**config.mk**
```make
export PLATFORM = sky130hd
export DESIGN_NAME = store_align_unit
export DESIGN_NICKNAME = d
export VERILOG_FILES = /design/src/rtl/store_align_unit.sv
export SDC_FILE = /design/constraint.sdc
export NUM_CORES = 1
export LEC_CHECK = 0
export ABC_CLOCK_PERIOD_IN_PS = 2400
export CORE_AREA = 2 2 116 118
export CTS_BUF_LIST = sky130_fd_sc_hd__clkbuf_4 sky130_fd_sc_hd__clkbuf_8 sky130_fd_sc_hd__clkbuf_16
export CTS_CLUSTER_DIAMETER = 40
export CTS_CLUSTER_SIZE = 12
export DETAILED_ROUTE_END_ITERATION = 12
export DIE_AREA = 0 0 118 120
export GPL_ROUTABILITY_DRIVEN = 0
export PLACE_DENSITY = 0.91
export SYNTH_ARGS = -nofsm -noshare
export SYNTH_HDL_FRONTEND = slang
export SYNTH_SLANG_ARGS = --single-unit
```
**constraint.sdc**
```tcl
create_clock -name clk -period 2.4 [get_ports clk]
set_clock_uncertainty 0.2 [all_clocks]
set_input_delay 0.24 -clock clk [delete_from_list [all_inputs] [get_ports clk]]
set_output_delay 0.24 -clock clk [all_outputs]
set_load 0.005 [all_outputs]
```
**src/rtl/store_align_unit.sv**
```systemverilog
`default_nettype none
// ============================================================================
// Module   : store_align_unit
// Brief    : Narrows and lane-positions a 32-bit store operand into
//            word-aligned write beats with byte enables. A store that
//            crosses a word boundary is issued as two beats, or rejected,
//            depending on ALLOW_MISALIGNED.
// Revision : 1.0 - initial release
// ============================================================================
module store_align_unit #(
    parameter int ADDR_WIDTH       = 32,
    parameter bit ALLOW_MISALIGNED = 1'b1
) (
    input  logic                  clk,
    input  logic                  rst,
    input  logic                  in_valid,
    output logic                  in_ready,
    input  logic [ADDR_WIDTH-1:0] in_addr,
    input  logic [31:0]           in_wdata,
    input  logic [1:0]            in_size,
    output logic                  mem_req,
    output logic [ADDR_WIDTH-1:0] mem_addr,
    output logic [31:0]           mem_wdata,
    output logic [3:0]            mem_be,
    input  logic                  mem_ack,
    output logic                  done,
    output logic                  err
);

    typedef enum logic [1:0] {
        ST_IDLE  = 2'd0,
        ST_BEAT0 = 2'd1,
        ST_BEAT1 = 2'd2
    } state_t;

    localparam logic [ADDR_WIDTH-1:0] c_word_step = ADDR_WIDTH'(4);

    state_t r_state;

    // Beat-1 values captured at acceptance so later input changes are ignored.
    logic                  r_split;
    logic [ADDR_WIDTH-1:0] r_b1_addr;
    logic [31:0]           r_b1_wdata;
    logic [3:0]            r_b1_be;

    logic [1:0]            w_off;
    logic [31:0]           w_data_masked;
    logic [3:0]            w_be_base;
    logic [63:0]           w_data_wide;
    logic [7:0]            w_be_wide;
    logic                  w_split;
    logic                  w_illegal_size;
    logic                  w_reject_split;
    logic                  w_reject;
    logic [ADDR_WIDTH-1:0] w_base_addr;
    logic [ADDR_WIDTH-1:0] w_next_addr;

    assign w_off = in_addr[1:0];

    // Keep only the bytes the access size uses, and the matching lane mask.
    always_comb begin
        w_data_masked = 32'h0;
        w_be_base     = 4'b0000;
        case (in_size)
            2'b00: begin
                w_data_masked = {24'h0, in_wdata[7:0]};
                w_be_base     = 4'b0001;
            end
            2'b01: begin
                w_data_masked = {16'h0, in_wdata[15:0]};
                w_be_base     = 4'b0011;
            end
            2'b10: begin
                w_data_masked = in_wdata;
                w_be_base     = 4'b1111;
            end
            default: begin
                w_data_masked = 32'h0;
                w_be_base     = 4'b0000;
            end
        endcase
    end

    // Shifting into a two-word window gives both beats at once: the low
    // word is beat 0, the high word is whatever spilled into the next word.
    assign w_data_wide    = {32'h0, w_data_masked} << {w_off, 3'b000};
    assign w_be_wide      = {4'b0000, w_be_base} << w_off;
    assign w_split        = |w_be_wide[7:4];
    assign w_illegal_size = (in_size == 2'b11);

    generate
        if (ALLOW_MISALIGNED) begin : g_split_allowed
            assign w_reject_split = 1'b0;
        end else begin : g_split_rejected
            assign w_reject_split = w_split;
        end
    endgenerate

    assign w_reject    = w_illegal_size | w_reject_split;
    assign w_base_addr = {in_addr[ADDR_WIDTH-1:2], 2'b00};
    assign w_next_addr = w_base_addr + c_word_step;

    // Sequencer: accept in IDLE, hold each beat until acked, pulse done/err.
    always_ff @(posedge clk) begin
        if (rst) begin
            r_state    <= ST_IDLE;
            in_ready   <= 1'b1;
            mem_req    <= 1'b0;
            mem_addr   <= '0;
            mem_wdata  <= 32'h0;
            mem_be     <= 4'b0000;
            done       <= 1'b0;
            err        <= 1'b0;
            r_split    <= 1'b0;
            r_b1_addr  <= '0;
            r_b1_wdata <= 32'h0;
            r_b1_be    <= 4'b0000;
        end else begin
            done <= 1'b0;
            err  <= 1'b0;
            case (r_state)
                ST_IDLE: begin
                    if (in_valid && in_ready) begin
                        if (w_reject) begin
                            err <= 1'b1;
                        end else begin
                            r_state    <= ST_BEAT0;
                            in_ready   <= 1'b0;
                            mem_req    <= 1'b1;
                            mem_addr   <= w_base_addr;
                            mem_wdata  <= w_data_wide[31:0];
                            mem_be     <= w_be_wide[3:0];
                            r_split    <= w_split;
                            r_b1_addr  <= w_next_addr;
                            r_b1_wdata <= w_data_wide[63:32];
                            r_b1_be    <= w_be_wide[7:4];
                        end
                    end
                end
                ST_BEAT0: begin
                    if (mem_ack) begin
                        if (r_split) begin
                            r_state   <= ST_BEAT1;
                            mem_addr  <= r_b1_addr;
                            mem_wdata <= r_b1_wdata;
                            mem_be    <= r_b1_be;
                        end else begin
                            r_state   <= ST_IDLE;
                            in_ready  <= 1'b1;
                            mem_req   <= 1'b0;
                            mem_be    <= 4'b0000;
                            mem_wdata <= 32'h0;
                            done      <= 1'b1;
                        end
                    end
                end
                ST_BEAT1: begin
                    if (mem_ack) begin
                        r_state   <= ST_IDLE;
                        in_ready  <= 1'b1;
                        mem_req   <= 1'b0;
                        mem_be    <= 4'b0000;
                        mem_wdata <= 32'h0;
                        done      <= 1'b1;
                    end
                end
                default: begin
                    r_state  <= ST_IDLE;
                    in_ready <= 1'b1;
                    mem_req  <= 1'b0;
                    mem_be   <= 4'b0000;
                end
            endcase
        end
    end

endmodule
`default_nettype wire
```
# Word level (Yosys, flattened, before mapping)

Index checks and enable logic that the tools add are counted.

Word-level logic and storage cells: 83
Bits in registers: 143
Input bits: 70
Output and inout bits: 72

Shift-type cells: 2
Mux-type cells: 42
Add/sub/neg operators: 1
Bitwise operators: 3
Eq/ne operators: 11
Reductions and logical operators: 12

Operator list:

| operator              | number |
|---|---|
| $mux 32               | 9 |
| $pmux 32 s3           | 2 |
| $pmux 32 s2           | 1 |
| $shl 32x5->64         | 1 |
| $add 32x3->32 const B | 1 |
| $pmux 4 s3            | 2 |
| $mux 4                | 5 |
| $reduce_and 5->1      | 3 |
| $mux 1                | 14 |
| $ne 2x2->1 const B    | 6 |
| $mux 2                | 5 |
| $shl 4x2->8           | 1 |
| $eq 2x2->1 const B    | 3 |
| $pmux 1 s3            | 2 |
| $pmux 2 s3            | 1 |
| $eq 2x1->1 const B    | 2 |
| $logic_not 2->1       | 2 |
| $reduce_and 4->1      | 1 |
| $reduce_or 4->1       | 1 |
| $not 1->1             | 3 |
| $reduce_and 3->1      | 1 |
| $reduce_bool 3->1     | 1 |
| $reduce_or 3->1       | 1 |
| $pmux 1 s2            | 1 |
| 2 further kinds       | 2 |

# Depth between registers and ports, before layout

Depth after elaboration: 6
Depth in mapped cells: 10
Depth with buffers taken out: 7

# Worst setup path before layout

No wires, ideal clock.

Path type: register -> register
From: register r_state[1]
To: register mem_wdata[9]
Clock period less this slack: 2.207 ns
Setup time: 0.128 ns
Stages on the path, launching flop included: 10
Data arrival time: 1.879 ns
Required time: 2.072 ns
Setup slack: 0.193 ns
Cell sequence: dfxtp_1 > inv_1 > ha_1 > clkbuf_1 > o21bai_1 > o21a_1 > clkbuf_1 > o311ai_0 > o21ai_0 > nor2_1

Cells in the longest elaborated chain, start to end: 3

RTL lines:

| element                                                          | RTL line | source |
|---|---|---|
| start, declared                                                  | 38       | `state_t r_state;` |
| start signal, assigned                                           | 106      | `r_state <= ST_IDLE;` |
| start signal, assigned                                           | 127      | `r_state <= ST_BEAT0;` |
| start signal, assigned                                           | 143      | `r_state <= ST_BEAT1;` |
| $eq 2x1->1, or another cell as far along                         | 121      | `case (r_state)` |
| $ne 2x2->1 (no source line) or $reduce_bool 3->1 (tied branches) | --       |  |
| $reduce_and 5->1 (no source line)                                | --       |  |
| end signal, assigned                                             | 131      | `mem_wdata <= w_data_wide[31:0];` |
| end signal, assigned                                             | 145      | `mem_wdata <= r_b1_wdata;` |
| end, declared                                                    | 23       | `output logic [31:0] mem_wdata,` |

Parallel ways exist; a longest one is shown, timed or not.
A chain may end at the register's enable or synchronous reset.

# Worst setup path after layout

From: register r_state[0]
To: register mem_wdata[30]

Same word-level chain as after synthesis.

==> results.md <==
* CP top delay family: simple AND/OR/NAND/NOR gates
* Top-area cell type share of the netlist area at between 40% and 50%
* Clock sink total at 130
* Crit end category: register
* First-pass GRT wire length at between 30,000 and 40,000 µm
* CP max stage delay at approximately 460 ps
* Final worst slack at 66.23 ps
* Final wirelength at between 20,000 and 25,000 µm
* GRT Util Overall at between 20% and 30%
* Commonest cells after routing, fill and taps aside: clkdlybuf4s50_1 (138), dfxtp_1 (130), nor2_1 (115)
* Core ar. at between 10,000 and 15,000 µm²
* Die height at roughly 120 µm
* Multi-input gate area at 3596 µm²
* Critical path buffers and inverters at 2
* Max cap viols at 0
* Critical Path End: mem_wdata[30]
* Clock transition at path regs at roughly 60 ps
* Die X at around 120 µm
* CP Cell Sequence: inv_1 -> ha_1 -> buf_4 -> nor2b_1 -> o21a_1 -> nor2_1 -> a221o_1
* RSZ-0062 raised after global routing: false
* Critical path data required time at approximately 2600 ps
* Buffers on Ports at ~140
* CTS Buf Count at 17
* Synth cell types at between 50 and 60
* Nets@finish at approximately 1,000
* Outcome: finished clean
* Warnings, synthesis at 0
* Drt wl/cell at 18.39 µm
* TritonCTS clock tree: done
* Fin area at 9071 µm²
* Routed vias/inst at between 6 and 7
* Total Neg Setup Slack at 0 ps
* Die footprint at ~14,000 µm²
* Vias in the first global route at around 6,400
* Clock root cell: clkbuf_16
* Post-layout min period at approximately 2300 ps
* Initial antenna violation count at 0
* Largest net degree at the start of global routing at between 80 and 90
* Worst Path Arrival at ~2500 ps
* Total congestion overflow at 0
* Mapped cell area at around 6500 µm²
* Syn avg cell area at roughly 8.5 µm²
* Worst-Skew Late Latency at 420 ps
* Final hold vios at 0
* Tcrit/Tclk final at 97.24%
* N_diodes at 0
* DR iter-0 viols at between 600 and 700
* CTS max path bufs at 2
* Max Slew Vio Count at 0
* Synthesis-to-finish area growth at 40.50%
* Synthesized flop and latch total at 130
* WHS at 42.45 ps
* Slowest-stage cell, CP: nor2_1
* Pre-CTS WS at -390.0 ps
* Num rows at between 40 and 50
* Worst-path fanout max at 7
* I/O pins at 142
* Reg2reg setup slack at approximately 66 ps
* Leakage at ~3.3 nW
* Layout cells sized above 1 at between 10% and 20%
* Startpoint Class: register
* Dpl hpwl at approximately 14,000 µm
* Crit Path Class: reg -> reg
* Top achievable clock speed at about 430 MHz
* Peak supply drop at around 0.45 mV
* FF-to-FF Start: r_state[0]
* Reg2reg end: mem_wdata[30]
* Area contributors post-synth: dfxtp_1 (40%), a211oi_1 (8.5%), nor2_1 (6.8%)
* Initial core utilization at between 40% and 50%
* CP Depth at 7
* DP Area at 8409 µm²
* DRT antenna net count at 0
* # setup viols final at 0
* PD cells at ~770 nW/µm²
* Routed vias at ~6,700
* First-pass DRT Iterations at 7
* Min-Delay Path Class: in -> reg
* DRC Markers at 0
* Post-CTS Hold Buffers at 0
* Sequential cell area fraction in the yosys report at about two fifths
* Seq. cell area at roughly 2600 µm²
* Slew headroom at between 60 and 70%
* Area leader, netlist: dfxtp_1
* Crit. Startpoint: r_state[0]
* Worst-Margin Slew at between 500 and 600 ps
* R2R cell count at 7
* # fillers at about 960
* Design Power at 6.970 mW
* Most common cell after layout, fill and taps aside: clkdlybuf4s50_1
* H-tree levels at 4
* Cells after Synth at around 760
-- through the flow --
| stage | util, % | cells |
|---|---|---|
| after global placement | 64.79 | 1082 |
| after global routing | 69.89 | 1114 |
| after CTS | 69.76 | 1114 |
| after detailed placement | 64.79 | 1082 |
| after floorplan | - | 764 |
| final | 69.89 | 1114 |
-- where the power goes --
group | switching, mW | internal, mW | total (mW)
Clock | 0.990 | 1.79 | 2.78
Combinational | 0.811 | 0.817 | 1.63
Sequential | 0.155 | 2.41 | 2.56
Total | 1.96 | 5.01 | 6.97
-- logic make-up (layout without fill, tap and decap cells) --
family / after synthesis / count (layout) / share of synthesized area [%]
AO/OA/AOI/OAI: 184 / 184 / 20.70
AND/OR/NAND/NOR: 290 / 290 / 21.40
flip-flops: 130 / 130 / 40.31
XOR/XNOR: 26 / 26 / 3.527
other: 1 / 2 / 0.05808
buffers and inverters: 75 / 249 / 4.632
adder cells (fa/ha/maj): 9 / 9 / 1.744
multiplexers: 48 / 48 / 7.636
-- sequential cells by signal (all words and copies together), names as in the netlist --
register and cells:
done 1, err 1, in_ready 1, mem_addr 30, mem_be 4, mem_req 1
mem_wdata 32, r_b1_addr 30, r_b1_be 3, r_b1_wdata 24, r_split 1, r_state 2
-- repair_timing --
action | 4_1_cts | 5_1_grt
buffers inserted | 0 | 0
gates resized for setup | 2 | 4
setup endpoints to repair | 12 | 18
pin swaps | 0 | 0
-- worst register-to-register path: cells and delay by family (launching register included) --
| family | cells | cell delay, ps |
|---|---|---|
| compound gates | 2 | 480 |
| simple gates | 2 | 610 |
| flops | 1 | 360 |
| fa+ha+maj | 1 | 350 |
| buf+inv | 2 | 280 |
-- per-layer routing --
metal / part of all wire (%) / GRT usage (%) / routed length (µm)
met1: 40 / 34.12 / 8110
met2: 48 / 48.51 / 9829
met3: 8.6 / 7.129 / 1760
met4: 3.8 / 14.38 / 787
met5: 0 / 0 / 0
-- layout make-up --
cell class / count / area share, %
tap: 176 / 2.428
inverter: 12 / 0.4966
sequential: 130 / 28.69
clock buffer: 19 / 4.993
timing repair buffer: 205 / 21.74
multi-input combinational: 559 / 39.64
clock inverter: 13 / 2.014
-- how the worst min path moves through the flow --
stage	from	endpoint	slack, ps	depth (start not counted)
3_5_place_dp	r_b1_wdata[11]	r_b1_wdata[11]	250	2
2_1_floorplan	in_addr[2]	r_b1_addr[2]	140	1
4_1_cts	rst	mem_be[2]	20	2
5_1_grt	rst	mem_be[0]	50	2
3_3_place_gp	r_b1_wdata[8]	r_b1_wdata[8]	240	2
6_report	rst	mem_be[2]	40	2
-- cell usage after synthesis, drive strengths merged --
| library cell | n |
|---|---|
| and2 | 4 |
| conb | 1 |
| a21o | 1 |
| xor2 | 13 |
| or4 | 1 |
| and3 | 5 |
| mux2i | 38 |
| nand2b | 3 |
| a221oi | 16 |
| mux2 | 10 |
| a21oi | 30 |
| nor2 | 117 |
| xnor2 | 13 |
| dfxtp | 130 |
| o21ai | 15 |
| buf | 11 |
| a31oi | 5 |
| nand2 | 50 |
| nor3 | 41 |
| inv | 12 |
| nand4 | 9 |
| a32o | 2 |
| a22oi | 11 |
| o311ai | 2 |
| clkbuf | 52 |
| ha | 9 |
| nor3b | 9 |
| and4b | 1 |
| o21a | 2 |
| nand4b | 1 |
| or3 | 3 |
| and4 | 2 |
| or2 | 3 |
| a22o | 10 |
| nor2b | 12 |
| a32oi | 3 |
| a21boi | 1 |
| a311oi | 3 |
| a211oi | 75 |
| a221o | 6 |
| nor4 | 5 |
| a31o | 1 |
| nand3 | 24 |
| o21bai | 1 |
(Power assumes the default switching activity.)
